==> config.mk <==
export PLATFORM = sky130hd
export DESIGN_NAME = native_to_axi4_master_flat
export DESIGN_NICKNAME = d
export VERILOG_FILES = /design/src/rtl/native_axi_pkg.sv /design/src/rtl/axi4_if.sv /design/src/rtl/n2a_wdf_fifo.sv /design/src/rtl/native_to_axi4_master.sv /design/src/flat_wrapper.sv
export SDC_FILE = /design/constraint.sdc
export NUM_CORES = 2
export LEC_CHECK = 0
export BUFFER_PORTS_ARGS = -buffer_cell sky130_fd_sc_hd__buf_2
export CAP_MARGIN = 10
export CORE_AREA = 4 4 475 477
export DETAILED_ROUTE_END_ITERATION = 10
export DIE_AREA = 0 0 479 481
export SLEW_MARGIN = 20
export SYNTH_ARGS = -nofsm -noshare
export SYNTH_HDL_FRONTEND = slang
export SYNTH_SLANG_ARGS = --single-unit
==> constraint.sdc <==
create_clock -name clock -period 31.1 [get_ports clock]
set_input_delay 1.555 -clock clock [delete_from_list [all_inputs] [get_ports clock]]
set_output_delay 1.555 -clock clock [all_outputs]
set_load 0.005 [all_outputs]
==> src/rtl/native_axi_pkg.sv <==
// Shared command codes, FSM state type and AXI constants for the native-to-AXI4 bridge.
package native_axi_pkg;

  localparam logic [2:0] APP_CMD_WR = 3'b000;
  localparam logic [2:0] APP_CMD_RD = 3'b001;

  localparam logic [1:0] BURST_INCR = 2'b01;
  localparam logic [1:0] RESP_OKAY  = 2'b00;

  typedef enum logic [2:0] {
    IDLE,
    WR_AW,
    WR_B,
    RD_AR,
    RD_R
  } n2a_state_e;

endpackage

==> src/rtl/axi4_if.sv <==
// AXI4 bundle with master/slave views; axi_aclk is sourced by the master side.
interface axi4_if #(
  parameter int ADDR_WIDTH = 32,
  parameter int DATA_WIDTH = 256,
  parameter int ID_WIDTH   = 4
);
  logic                      axi_aclk;

  logic [ID_WIDTH-1:0]       axi_awid;
  logic [ADDR_WIDTH-1:0]     axi_awaddr;
  logic [7:0]                axi_awlen;
  logic [2:0]                axi_awsize;
  logic [1:0]                axi_awburst;
  logic                      axi_awvalid;
  logic                      axi_awready;

  logic [DATA_WIDTH-1:0]     axi_wdata;
  logic [DATA_WIDTH/8-1:0]   axi_wstrb;
  logic                      axi_wlast;
  logic                      axi_wvalid;
  logic                      axi_wready;

  logic [ID_WIDTH-1:0]       axi_bid;
  logic [1:0]                axi_bresp;
  logic                      axi_bvalid;
  logic                      axi_bready;

  logic [ID_WIDTH-1:0]       axi_arid;
  logic [ADDR_WIDTH-1:0]     axi_araddr;
  logic [7:0]                axi_arlen;
  logic [2:0]                axi_arsize;
  logic [1:0]                axi_arburst;
  logic                      axi_arvalid;
  logic                      axi_arready;

  logic [ID_WIDTH-1:0]       axi_rid;
  logic [DATA_WIDTH-1:0]     axi_rdata;
  logic [1:0]                axi_rresp;
  logic                      axi_rlast;
  logic                      axi_rvalid;
  logic                      axi_rready;

  modport master (
    output axi_aclk,
    output axi_awid, axi_awaddr, axi_awlen, axi_awsize, axi_awburst, axi_awvalid,
    input  axi_awready,
    output axi_wdata, axi_wstrb, axi_wlast, axi_wvalid,
    input  axi_wready,
    input  axi_bid, axi_bresp, axi_bvalid,
    output axi_bready,
    output axi_arid, axi_araddr, axi_arlen, axi_arsize, axi_arburst, axi_arvalid,
    input  axi_arready,
    input  axi_rid, axi_rdata, axi_rresp, axi_rlast, axi_rvalid,
    output axi_rready
  );

  modport slave (
    input  axi_aclk,
    input  axi_awid, axi_awaddr, axi_awlen, axi_awsize, axi_awburst, axi_awvalid,
    output axi_awready,
    input  axi_wdata, axi_wstrb, axi_wlast, axi_wvalid,
    output axi_wready,
    output axi_bid, axi_bresp, axi_bvalid,
    input  axi_bready,
    input  axi_arid, axi_araddr, axi_arlen, axi_arsize, axi_arburst, axi_arvalid,
    output axi_arready,
    output axi_rid, axi_rdata, axi_rresp, axi_rlast, axi_rvalid,
    input  axi_rready
  );
endinterface

==> src/rtl/n2a_wdf_fifo.sv <==
// Write-data FIFO: holds {mask, data} beats until the matching write command drains them.
module n2a_wdf_fifo #(
  parameter int WIDTH = 288,
  parameter int DEPTH = 4
) (
  input  logic             clk,
  input  logic             rst,
  input  logic             push_i,
  input  logic             pop_i,
  input  logic [WIDTH-1:0] din_i,
  output logic [WIDTH-1:0] dout_o,
  output logic             full_o,
  output logic             empty_o
);
  localparam int PW = $clog2(DEPTH);

  logic [PW:0]      wptr_q, rptr_q;
  logic [WIDTH-1:0] mem_q [DEPTH];
  logic             push_ok, pop_ok;

  assign full_o  = (wptr_q[PW] != rptr_q[PW]) && (wptr_q[PW-1:0] == rptr_q[PW-1:0]);
  assign empty_o = (wptr_q == rptr_q);
  assign push_ok = push_i && !full_o;
  assign pop_ok  = pop_i && !empty_o;
  assign dout_o  = mem_q[rptr_q[PW-1:0]];

  // Pointer update; the extra MSB distinguishes full from empty.
  always_ff @(posedge clk or posedge rst) begin
    if (rst) begin
      wptr_q <= '0;
      rptr_q <= '0;
    end else begin
      if (push_ok) wptr_q <= wptr_q + (PW+1)'(1);
      if (pop_ok)  rptr_q <= rptr_q + (PW+1)'(1);
    end
  end

  // Storage write; contents need no reset since empty gates every read.
  always_ff @(posedge clk) begin
    if (push_ok) mem_q[wptr_q[PW-1:0]] <= din_i;
  end
endmodule

==> src/rtl/native_to_axi4_master.sv <==
// Native DDR app-interface to single-beat AXI4 master, one command in flight.
module native_to_axi4_master
  import native_axi_pkg::*;
#(
  parameter int ADDR_WIDTH     = 27,
  parameter int DATA_WIDTH     = 256,
  parameter int AXI_ADDR_WIDTH = 32,
  parameter int ADDR_SHIFT     = 0,
  parameter int ID_VALUE       = 0,
  parameter int WDF_DEPTH      = 4,
  parameter int ID_WIDTH       = 4
) (
  input  logic                    clock,
  input  logic                    rst,
  input  logic [ADDR_WIDTH-1:0]   app_addr,
  input  logic [2:0]              app_cmd,
  input  logic                    app_en,
  output logic                    app_rdy,
  input  logic [DATA_WIDTH-1:0]   app_wdf_data,
  input  logic [DATA_WIDTH/8-1:0] app_wdf_mask,
  input  logic                    app_wdf_wren,
  input  logic                    app_wdf_end,
  output logic                    app_wdf_rdy,
  output logic [DATA_WIDTH-1:0]   app_rd_data,
  output logic                    app_rd_data_valid,
  output logic                    app_rd_data_end,
  output logic                    init_calib_complete,
  output logic                    resp_err,
  axi4_if.master                  axi_inf
);
  localparam int         STRB_WIDTH = DATA_WIDTH / 8;
  localparam logic [2:0] AXSIZE     = 3'($clog2(STRB_WIDTH));

  n2a_state_e                state_q, state_d;
  logic [AXI_ADDR_WIDTH-1:0] addr_q, addr_d;
  logic                      awvalid_q, awvalid_d;
  logic                      wvalid_q, wvalid_d;
  logic                      arvalid_q, arvalid_d;
  logic                      bready_q, bready_d;
  logic                      rready_q, rready_d;
  logic [DATA_WIDTH-1:0]     wdata_q, wdata_d;
  logic [STRB_WIDTH-1:0]     wstrb_q, wstrb_d;
  logic [DATA_WIDTH-1:0]     rdata_q, rdata_d;
  logic                      rd_valid_q, rd_valid_d;
  logic                      calib_q;
  logic                      err_q, err_d;

  logic                      wdf_push, wdf_pop, wdf_full, wdf_empty;
  logic [DATA_WIDTH-1:0]     wdf_data;
  logic [STRB_WIDTH-1:0]     wdf_mask;
  logic                      cmd_accept;
  logic                      unused_inputs;

  n2a_wdf_fifo #(
    .WIDTH (DATA_WIDTH + STRB_WIDTH),
    .DEPTH (WDF_DEPTH)
  ) u_wdf (
    .clk     (clock),
    .rst     (rst),
    .push_i  (wdf_push),
    .pop_i   (wdf_pop),
    .din_i   ({app_wdf_mask, app_wdf_data}),
    .dout_o  ({wdf_mask, wdf_data}),
    .full_o  (wdf_full),
    .empty_o (wdf_empty)
  );

  assign app_wdf_rdy = calib_q && !wdf_full;
  assign wdf_push    = app_wdf_wren && app_wdf_rdy;
  assign app_rdy     = (state_q == IDLE) && calib_q && ((app_cmd != APP_CMD_WR) || !wdf_empty);
  assign cmd_accept  = app_en && app_rdy;

  assign app_rd_data         = rdata_q;
  assign app_rd_data_valid   = rd_valid_q;
  assign app_rd_data_end     = rd_valid_q;
  assign init_calib_complete = calib_q;
  assign resp_err            = err_q;

  assign axi_inf.axi_aclk    = clock;
  assign axi_inf.axi_awid    = ID_WIDTH'(ID_VALUE);
  assign axi_inf.axi_awaddr  = addr_q;
  assign axi_inf.axi_awlen   = '0;
  assign axi_inf.axi_awsize  = AXSIZE;
  assign axi_inf.axi_awburst = BURST_INCR;
  assign axi_inf.axi_awvalid = awvalid_q;
  assign axi_inf.axi_wdata   = wdata_q;
  assign axi_inf.axi_wstrb   = wstrb_q;
  assign axi_inf.axi_wlast   = wvalid_q;
  assign axi_inf.axi_wvalid  = wvalid_q;
  assign axi_inf.axi_bready  = bready_q;
  assign axi_inf.axi_arid    = ID_WIDTH'(ID_VALUE);
  assign axi_inf.axi_araddr  = addr_q;
  assign axi_inf.axi_arlen   = '0;
  assign axi_inf.axi_arsize  = AXSIZE;
  assign axi_inf.axi_arburst = BURST_INCR;
  assign axi_inf.axi_arvalid = arvalid_q;
  assign axi_inf.axi_rready  = rready_q;

  assign unused_inputs = ^{app_wdf_end, axi_inf.axi_bid, axi_inf.axi_rid, axi_inf.axi_rlast};

  // State and registered AXI/app outputs; reset abandons any transaction in flight.
  always_ff @(posedge clock or posedge rst) begin
    if (rst) begin
      state_q    <= IDLE;
      addr_q     <= '0;
      awvalid_q  <= 1'b0;
      wvalid_q   <= 1'b0;
      arvalid_q  <= 1'b0;
      bready_q   <= 1'b0;
      rready_q   <= 1'b0;
      wdata_q    <= '0;
      wstrb_q    <= '0;
      rdata_q    <= '0;
      rd_valid_q <= 1'b0;
      calib_q    <= 1'b0;
      err_q      <= 1'b0;
    end else begin
      state_q    <= state_d;
      addr_q     <= addr_d;
      awvalid_q  <= awvalid_d;
      wvalid_q   <= wvalid_d;
      arvalid_q  <= arvalid_d;
      bready_q   <= bready_d;
      rready_q   <= rready_d;
      wdata_q    <= wdata_d;
      wstrb_q    <= wstrb_d;
      rdata_q    <= rdata_d;
      rd_valid_q <= rd_valid_d;
      calib_q    <= 1'b1;
      err_q      <= err_d;
    end
  end

  // Next-state and handshake logic; AW and W valids retire independently.
  always_comb begin
    state_d    = state_q;
    addr_d     = addr_q;
    awvalid_d  = awvalid_q;
    wvalid_d   = wvalid_q;
    arvalid_d  = arvalid_q;
    bready_d   = bready_q;
    rready_d   = rready_q;
    wdata_d    = wdata_q;
    wstrb_d    = wstrb_q;
    rdata_d    = rdata_q;
    rd_valid_d = 1'b0;
    err_d      = err_q;
    wdf_pop    = 1'b0;

    case (state_q)
      IDLE: begin
        if (cmd_accept) begin
          addr_d = AXI_ADDR_WIDTH'(app_addr) << ADDR_SHIFT;
          if (app_cmd == APP_CMD_WR) begin
            state_d   = WR_AW;
            awvalid_d = 1'b1;
            wvalid_d  = 1'b1;
            wdata_d   = wdf_data;
            wstrb_d   = ~wdf_mask;
          end else if (app_cmd == APP_CMD_RD) begin
            state_d   = RD_AR;
            arvalid_d = 1'b1;
          end
        end
      end
      WR_AW: begin
        if (awvalid_q && axi_inf.axi_awready) awvalid_d = 1'b0;
        if (wvalid_q && axi_inf.axi_wready) begin
          wvalid_d = 1'b0;
          wdf_pop  = 1'b1;
        end
        if (!awvalid_d && !wvalid_d) begin
          state_d  = WR_B;
          bready_d = 1'b1;
        end
      end
      WR_B: begin
        if (axi_inf.axi_bvalid) begin
          state_d  = IDLE;
          bready_d = 1'b0;
          if (axi_inf.axi_bresp != RESP_OKAY) err_d = 1'b1;
        end
      end
      RD_AR: begin
        if (axi_inf.axi_arready) begin
          state_d   = RD_R;
          arvalid_d = 1'b0;
          rready_d  = 1'b1;
        end
      end
      RD_R: begin
        if (axi_inf.axi_rvalid) begin
          state_d    = IDLE;
          rready_d   = 1'b0;
          rdata_d    = axi_inf.axi_rdata;
          rd_valid_d = 1'b1;
          if (axi_inf.axi_rresp != RESP_OKAY) err_d = 1'b1;
        end
      end
      default: state_d = IDLE;
    endcase
  end
endmodule

==> src/flat_wrapper.sv <==
// flat-port wrapper written by rule: the top's interface ports become plain ports
module native_to_axi4_master_flat import native_axi_pkg::*;
#(
  parameter int ADDR_WIDTH     = 27,
  parameter int DATA_WIDTH     = 256,
  parameter int AXI_ADDR_WIDTH = 32,
  parameter int ADDR_SHIFT     = 0,
  parameter int ID_VALUE       = 0,
  parameter int WDF_DEPTH      = 4,
  parameter int ID_WIDTH       = 4
)
  (clock, rst, app_addr, app_cmd, app_en, app_rdy, app_wdf_data, app_wdf_mask, app_wdf_wren, app_wdf_end, app_wdf_rdy, app_rd_data, app_rd_data_valid, app_rd_data_end, init_calib_complete, resp_err, axi_inf_axi_aclk, axi_inf_axi_awid, axi_inf_axi_awaddr, axi_inf_axi_awlen, axi_inf_axi_awsize, axi_inf_axi_awburst, axi_inf_axi_awvalid, axi_inf_axi_awready, axi_inf_axi_wdata, axi_inf_axi_wstrb, axi_inf_axi_wlast, axi_inf_axi_wvalid, axi_inf_axi_wready, axi_inf_axi_bid, axi_inf_axi_bresp, axi_inf_axi_bvalid, axi_inf_axi_bready, axi_inf_axi_arid, axi_inf_axi_araddr, axi_inf_axi_arlen, axi_inf_axi_arsize, axi_inf_axi_arburst, axi_inf_axi_arvalid, axi_inf_axi_arready, axi_inf_axi_rid, axi_inf_axi_rdata, axi_inf_axi_rresp, axi_inf_axi_rlast, axi_inf_axi_rvalid, axi_inf_axi_rready);
  axi4_if #(.ADDR_WIDTH(ADDR_WIDTH), .DATA_WIDTH(DATA_WIDTH), .ID_WIDTH(ID_WIDTH)) axi_inf_i ();
  input  logic clock;
  input  logic rst;
  input  logic [ADDR_WIDTH-1:0] app_addr;
  input  logic [2:0] app_cmd;
  input  logic app_en;
  output logic app_rdy;
  input  logic [DATA_WIDTH-1:0] app_wdf_data;
  input  logic [DATA_WIDTH/8-1:0] app_wdf_mask;
  input  logic app_wdf_wren;
  input  logic app_wdf_end;
  output logic app_wdf_rdy;
  output logic [DATA_WIDTH-1:0] app_rd_data;
  output logic app_rd_data_valid;
  output logic app_rd_data_end;
  output logic init_calib_complete;
  output logic resp_err;
  output wire logic [$bits(axi_inf_i.axi_aclk)-1:0] axi_inf_axi_aclk;
  output wire logic [$bits(axi_inf_i.axi_awid)-1:0] axi_inf_axi_awid;
  output wire logic [$bits(axi_inf_i.axi_awaddr)-1:0] axi_inf_axi_awaddr;
  output wire logic [$bits(axi_inf_i.axi_awlen)-1:0] axi_inf_axi_awlen;
  output wire logic [$bits(axi_inf_i.axi_awsize)-1:0] axi_inf_axi_awsize;
  output wire logic [$bits(axi_inf_i.axi_awburst)-1:0] axi_inf_axi_awburst;
  output wire logic [$bits(axi_inf_i.axi_awvalid)-1:0] axi_inf_axi_awvalid;
  input wire logic [$bits(axi_inf_i.axi_awready)-1:0] axi_inf_axi_awready;
  output wire logic [$bits(axi_inf_i.axi_wdata)-1:0] axi_inf_axi_wdata;
  output wire logic [$bits(axi_inf_i.axi_wstrb)-1:0] axi_inf_axi_wstrb;
  output wire logic [$bits(axi_inf_i.axi_wlast)-1:0] axi_inf_axi_wlast;
  output wire logic [$bits(axi_inf_i.axi_wvalid)-1:0] axi_inf_axi_wvalid;
  input wire logic [$bits(axi_inf_i.axi_wready)-1:0] axi_inf_axi_wready;
  input wire logic [$bits(axi_inf_i.axi_bid)-1:0] axi_inf_axi_bid;
  input wire logic [$bits(axi_inf_i.axi_bresp)-1:0] axi_inf_axi_bresp;
  input wire logic [$bits(axi_inf_i.axi_bvalid)-1:0] axi_inf_axi_bvalid;
  output wire logic [$bits(axi_inf_i.axi_bready)-1:0] axi_inf_axi_bready;
  output wire logic [$bits(axi_inf_i.axi_arid)-1:0] axi_inf_axi_arid;
  output wire logic [$bits(axi_inf_i.axi_araddr)-1:0] axi_inf_axi_araddr;
  output wire logic [$bits(axi_inf_i.axi_arlen)-1:0] axi_inf_axi_arlen;
  output wire logic [$bits(axi_inf_i.axi_arsize)-1:0] axi_inf_axi_arsize;
  output wire logic [$bits(axi_inf_i.axi_arburst)-1:0] axi_inf_axi_arburst;
  output wire logic [$bits(axi_inf_i.axi_arvalid)-1:0] axi_inf_axi_arvalid;
  input wire logic [$bits(axi_inf_i.axi_arready)-1:0] axi_inf_axi_arready;
  input wire logic [$bits(axi_inf_i.axi_rid)-1:0] axi_inf_axi_rid;
  input wire logic [$bits(axi_inf_i.axi_rdata)-1:0] axi_inf_axi_rdata;
  input wire logic [$bits(axi_inf_i.axi_rresp)-1:0] axi_inf_axi_rresp;
  input wire logic [$bits(axi_inf_i.axi_rlast)-1:0] axi_inf_axi_rlast;
  input wire logic [$bits(axi_inf_i.axi_rvalid)-1:0] axi_inf_axi_rvalid;
  output wire logic [$bits(axi_inf_i.axi_rready)-1:0] axi_inf_axi_rready;
  assign axi_inf_axi_aclk = axi_inf_i.axi_aclk;
  assign axi_inf_axi_awid = axi_inf_i.axi_awid;
  assign axi_inf_axi_awaddr = axi_inf_i.axi_awaddr;
  assign axi_inf_axi_awlen = axi_inf_i.axi_awlen;
  assign axi_inf_axi_awsize = axi_inf_i.axi_awsize;
  assign axi_inf_axi_awburst = axi_inf_i.axi_awburst;
  assign axi_inf_axi_awvalid = axi_inf_i.axi_awvalid;
  assign axi_inf_i.axi_awready = axi_inf_axi_awready;
  assign axi_inf_axi_wdata = axi_inf_i.axi_wdata;
  assign axi_inf_axi_wstrb = axi_inf_i.axi_wstrb;
  assign axi_inf_axi_wlast = axi_inf_i.axi_wlast;
  assign axi_inf_axi_wvalid = axi_inf_i.axi_wvalid;
  assign axi_inf_i.axi_wready = axi_inf_axi_wready;
  assign axi_inf_i.axi_bid = axi_inf_axi_bid;
  assign axi_inf_i.axi_bresp = axi_inf_axi_bresp;
  assign axi_inf_i.axi_bvalid = axi_inf_axi_bvalid;
  assign axi_inf_axi_bready = axi_inf_i.axi_bready;
  assign axi_inf_axi_arid = axi_inf_i.axi_arid;
  assign axi_inf_axi_araddr = axi_inf_i.axi_araddr;
  assign axi_inf_axi_arlen = axi_inf_i.axi_arlen;
  assign axi_inf_axi_arsize = axi_inf_i.axi_arsize;
  assign axi_inf_axi_arburst = axi_inf_i.axi_arburst;
  assign axi_inf_axi_arvalid = axi_inf_i.axi_arvalid;
  assign axi_inf_i.axi_arready = axi_inf_axi_arready;
  assign axi_inf_i.axi_rid = axi_inf_axi_rid;
  assign axi_inf_i.axi_rdata = axi_inf_axi_rdata;
  assign axi_inf_i.axi_rresp = axi_inf_axi_rresp;
  assign axi_inf_i.axi_rlast = axi_inf_axi_rlast;
  assign axi_inf_i.axi_rvalid = axi_inf_axi_rvalid;
  assign axi_inf_axi_rready = axi_inf_i.axi_rready;
  native_to_axi4_master #(.ADDR_WIDTH(ADDR_WIDTH), .DATA_WIDTH(DATA_WIDTH), .AXI_ADDR_WIDTH(AXI_ADDR_WIDTH), .ADDR_SHIFT(ADDR_SHIFT), .ID_VALUE(ID_VALUE), .WDF_DEPTH(WDF_DEPTH), .ID_WIDTH(ID_WIDTH)) u_core (.clock(clock), .rst(rst), .app_addr(app_addr), .app_cmd(app_cmd), .app_en(app_en), .app_rdy(app_rdy), .app_wdf_data(app_wdf_data), .app_wdf_mask(app_wdf_mask), .app_wdf_wren(app_wdf_wren), .app_wdf_end(app_wdf_end), .app_wdf_rdy(app_wdf_rdy), .app_rd_data(app_rd_data), .app_rd_data_valid(app_rd_data_valid), .app_rd_data_end(app_rd_data_end), .init_calib_complete(init_calib_complete), .resp_err(resp_err), .axi_inf(axi_inf_i));
endmodule
==> flow_summary.toml <==
[final_layout]
syn2layout_area_growth_pct = 24.7
fin_nets = 4774
drive_above_1_share_pct = 52.4
utilization_pct = 36.0
final_cells = 7367

[power_and_ir_drop]
p_clk_share_pct = 32.0
p_per_area_nw_per_um2 = 88.6
power.switching_mw = 2.05
p_seq_share_pct = 45.1
ir_drop_mv = 0.0719
static-leakage-power_nw = 31.3
p_int_mw = 5.02
p_comb_share_pct = 22.9
power_mw = 7.06
swShare_pct = 29.0

[die]
core_area_sq_um = 221000
die_h_um = 481
initial_core_util_pct = 28.9
die-width_um = 479
io_pins = 1242
die_area_sq_um = 230000
num_rows = 173

[route]
drc = 0
via_per_inst = 4.54
totalWireLength_mm = 208
dr.pass1.iters = 5
drtIter0Drc = 1987
avgRoutedWirePerCell_um = 28.3
vias = 33500
ant_nets = 0

[synth]
yosysUniqueCellTypes = 39
synth_area_leader_cell = "edfxtp_1"
synth_warnings = 0
avgSynthCellArea_sq_um = 22.0
seq_area_frac_synth_pct = 77.1
synthCells = 2902
synthTopCellsByCount = "edfxtp_1, dfrtp_1, mux2_2, mux4_2, mux2_1"
synth-async-reset-ratio_pct = 33.8
synth_ff_type = "edfxtp_1"
yosysMostFrequentCell = "edfxtp_1"
ys_ff_latch = 1740
synth_edf_count = 1152
synth_top_area_share_pct = 54.1
yosys-top-cells-area = "edfxtp_1, dfrtp_1, mux4_2"
mappedNetlistArea_sq_um = 63900

[flow_run]
maxCapViolCount = 0

[clock_tree]
path_clk_slew_ns = 0.06
ctsHoldBuffers = 0
cts_setup_buffers = 0
clk_latency_ns = 0.96
postCtsResizedCells = 0
cts_tree = "done"

[critical_path]
crit_family = "buffers and inverters"
worst-path-max-fanout = 3
cp-end-kind = "output pin"
worst-path-buf-inv = 3
setup.worst_path.class = "clock port to output pin"
crit_arrival_ns = 15.91
slowest_stage = "clkbuf_16"
start_kind = "clock port"
cp_cell_sequence = "clkbuf_16 -> clkbuf_16 -> buf_2"
path_common_cell = "clkbuf_16"
worst-endpoint-required_ns = 29.55
slowest_delay_ns = 0.13

[grt]
grt_max_degree = 163
grt_pass1_vias = 34800
grt_usage_pct = 17.6
antenna_found_initial = 203
grt_pass1_wl_mm = 284
grt-ovfl-total = 0

[placed_design]
place_congestion = 0.890
port_buffers = 1197
hpwl_mm = 150
dp.cells = 6955

[timing]
setup_tns_ns = 0
rsz0062_at_grt = "false"
hold_viol = 0
tightest_slew_ns = 1.20
setup-violations-final = 0
fin_skew_ns = 0.0669
relSlewSlack_pct = 19.8
fin_hold_ws_ns = 0.467
slew_violations = 0

[outcome]
status = "completed"

[min_path]
hold_class = "flip-flop to flip-flop"
[layer usage]
layer  global-route usage (%)  vias up  part of all wire [%]
li1                         -    14000                     -
met4                     6.78       68                   4.7
met3                     6.86      585                   8.7
met2                     31.8     1314                    52
met5                        0        -                  0.18
met1                     18.2    17500                    34
[stage by stage]
step | instance area, sq um | setup slack, ns
detailed placement | 73100 | 13.89
global placement | 73100 | 13.89
finish | 79700 | 13.63
floorplan | 64100 | 13.09
global route | 79600 | 13.63
CTS | 79500 | 13.63
[worst paths after layout]
kind                                                 end                   start  cells after the start  slack (ns)
max                                     axi_inf_axi_aclk                   clock                      3       13.63
min                                      u_core.resp_err         u_core.resp_err                      1        0.47
max reg2reg                   u_core.u_wdf.mem_q[1][220]  u_core.u_wdf.rptr_q[0]                      6       26.00
min reg2reg                              u_core.resp_err         u_core.resp_err                      1        0.47
max in group asynchronous   u_core.axi_inf.axi_wdata[33]                     rst                      4       28.12
min in group asynchronous  u_core.axi_inf.axi_wdata[186]                     rst                      2        0.70
[power by group through the flow]
stage / clock network (mW) / logic [mW] / registers, mW
detailed placement: 0.00140 / 1.67 / 3.23
floorplan: 0.00208 / 0.844 / 3.25
global route: 2.43 / 1.75 / 3.24
finish: 2.26 / 1.62 / 3.19
CTS: 2.32 / 1.68 / 3.19
global placement: 0.00140 / 1.66 / 3.21
[logic make-up after synthesis]
group           Yosys count  share of synthesized area (%)
compound gates           22                          0.225
flops                  1740                           77.1
simple gates             31                          0.278
xor+xnor                  8                          0.110
fa+ha+maj                 5                         0.0978
mux                     861                           20.2
other cells               2                         0.0117
buf+inv                 233                           1.98
[final cells by class]
cell class,instances,area [sq um]
inverter,40,158
fill,20900,142000
clock inverter,98,1150
timing repair buffer,1237,6420
sequential,1740,49300
multi-input combinational,962,13500
tap,2975,3720
antenna,59,148
clock buffer,256,5280
[sequential cells by signal, summed over array words and instances, names as in the netlist]
name,cells
u_core.u_wdf.wptr_q,3
u_core.app_rd_data_end,1
u_core.axi_inf.axi_awvalid,1
u_core.axi_inf.axi_arvalid,1
u_core.axi_inf.axi_wlast,1
u_core.u_wdf.mem_q,1152
u_core.axi_inf.axi_rready,1
u_core.app_rd_data,256
u_core.axi_inf.axi_wstrb,32
u_core.axi_inf.axi_bready,1
u_core.resp_err,1
u_core.axi_inf.axi_wdata,256
u_core.addr_q,27
u_core.state_q,3
u_core.init_calib_complete,1
u_core.u_wdf.rptr_q,3
[cell usage in the layout (no fill, tap or decap), types with 3 or more instances in the layout]
| master | netlist | final |
|---|---|---|
| clkbuf_1 | 38 | 37 |
| nand3_1 | 3 | 3 |
| clkbuf_16 | 0 | 190 |
| clkinv_16 | 0 | 13 |
| inv_6 | 0 | 9 |
| o21ai_0 | 5 | 5 |
| clkinvlp_4 | 0 | 8 |
| mux2_1 | 100 | 100 |
| ha_1 | 5 | 5 |
| dfrtp_1 | 588 | 586 |
| mux2i_1 | 33 | 33 |
| mux2_2 | 440 | 440 |
| xnor2_1 | 3 | 3 |
| conb_1 | 2 | 35 |
| mux4_2 | 288 | 288 |
| clkinv_4 | 0 | 6 |
| and2_4 | 0 | 4 |
| edfxtp_1 | 1152 | 1152 |
| diode_2 | 0 | 59 |
| clkinv_2 | 0 | 25 |
| nand2_1 | 6 | 6 |
| clkbuf_8 | 0 | 28 |
| buf_12 | 0 | 10 |
| buf_2 | 78 | 1197 |
| bufinv_16 | 0 | 10 |
| nor2_1 | 4 | 4 |
| clkinv_1 | 0 | 24 |
| buf_4 | 75 | 31 |
| xor2_1 | 5 | 5 |
| inv_1 | 40 | 39 |
| a21oi_1 | 6 | 6 |
Note: power is estimated with default switching activity, not from simulation.
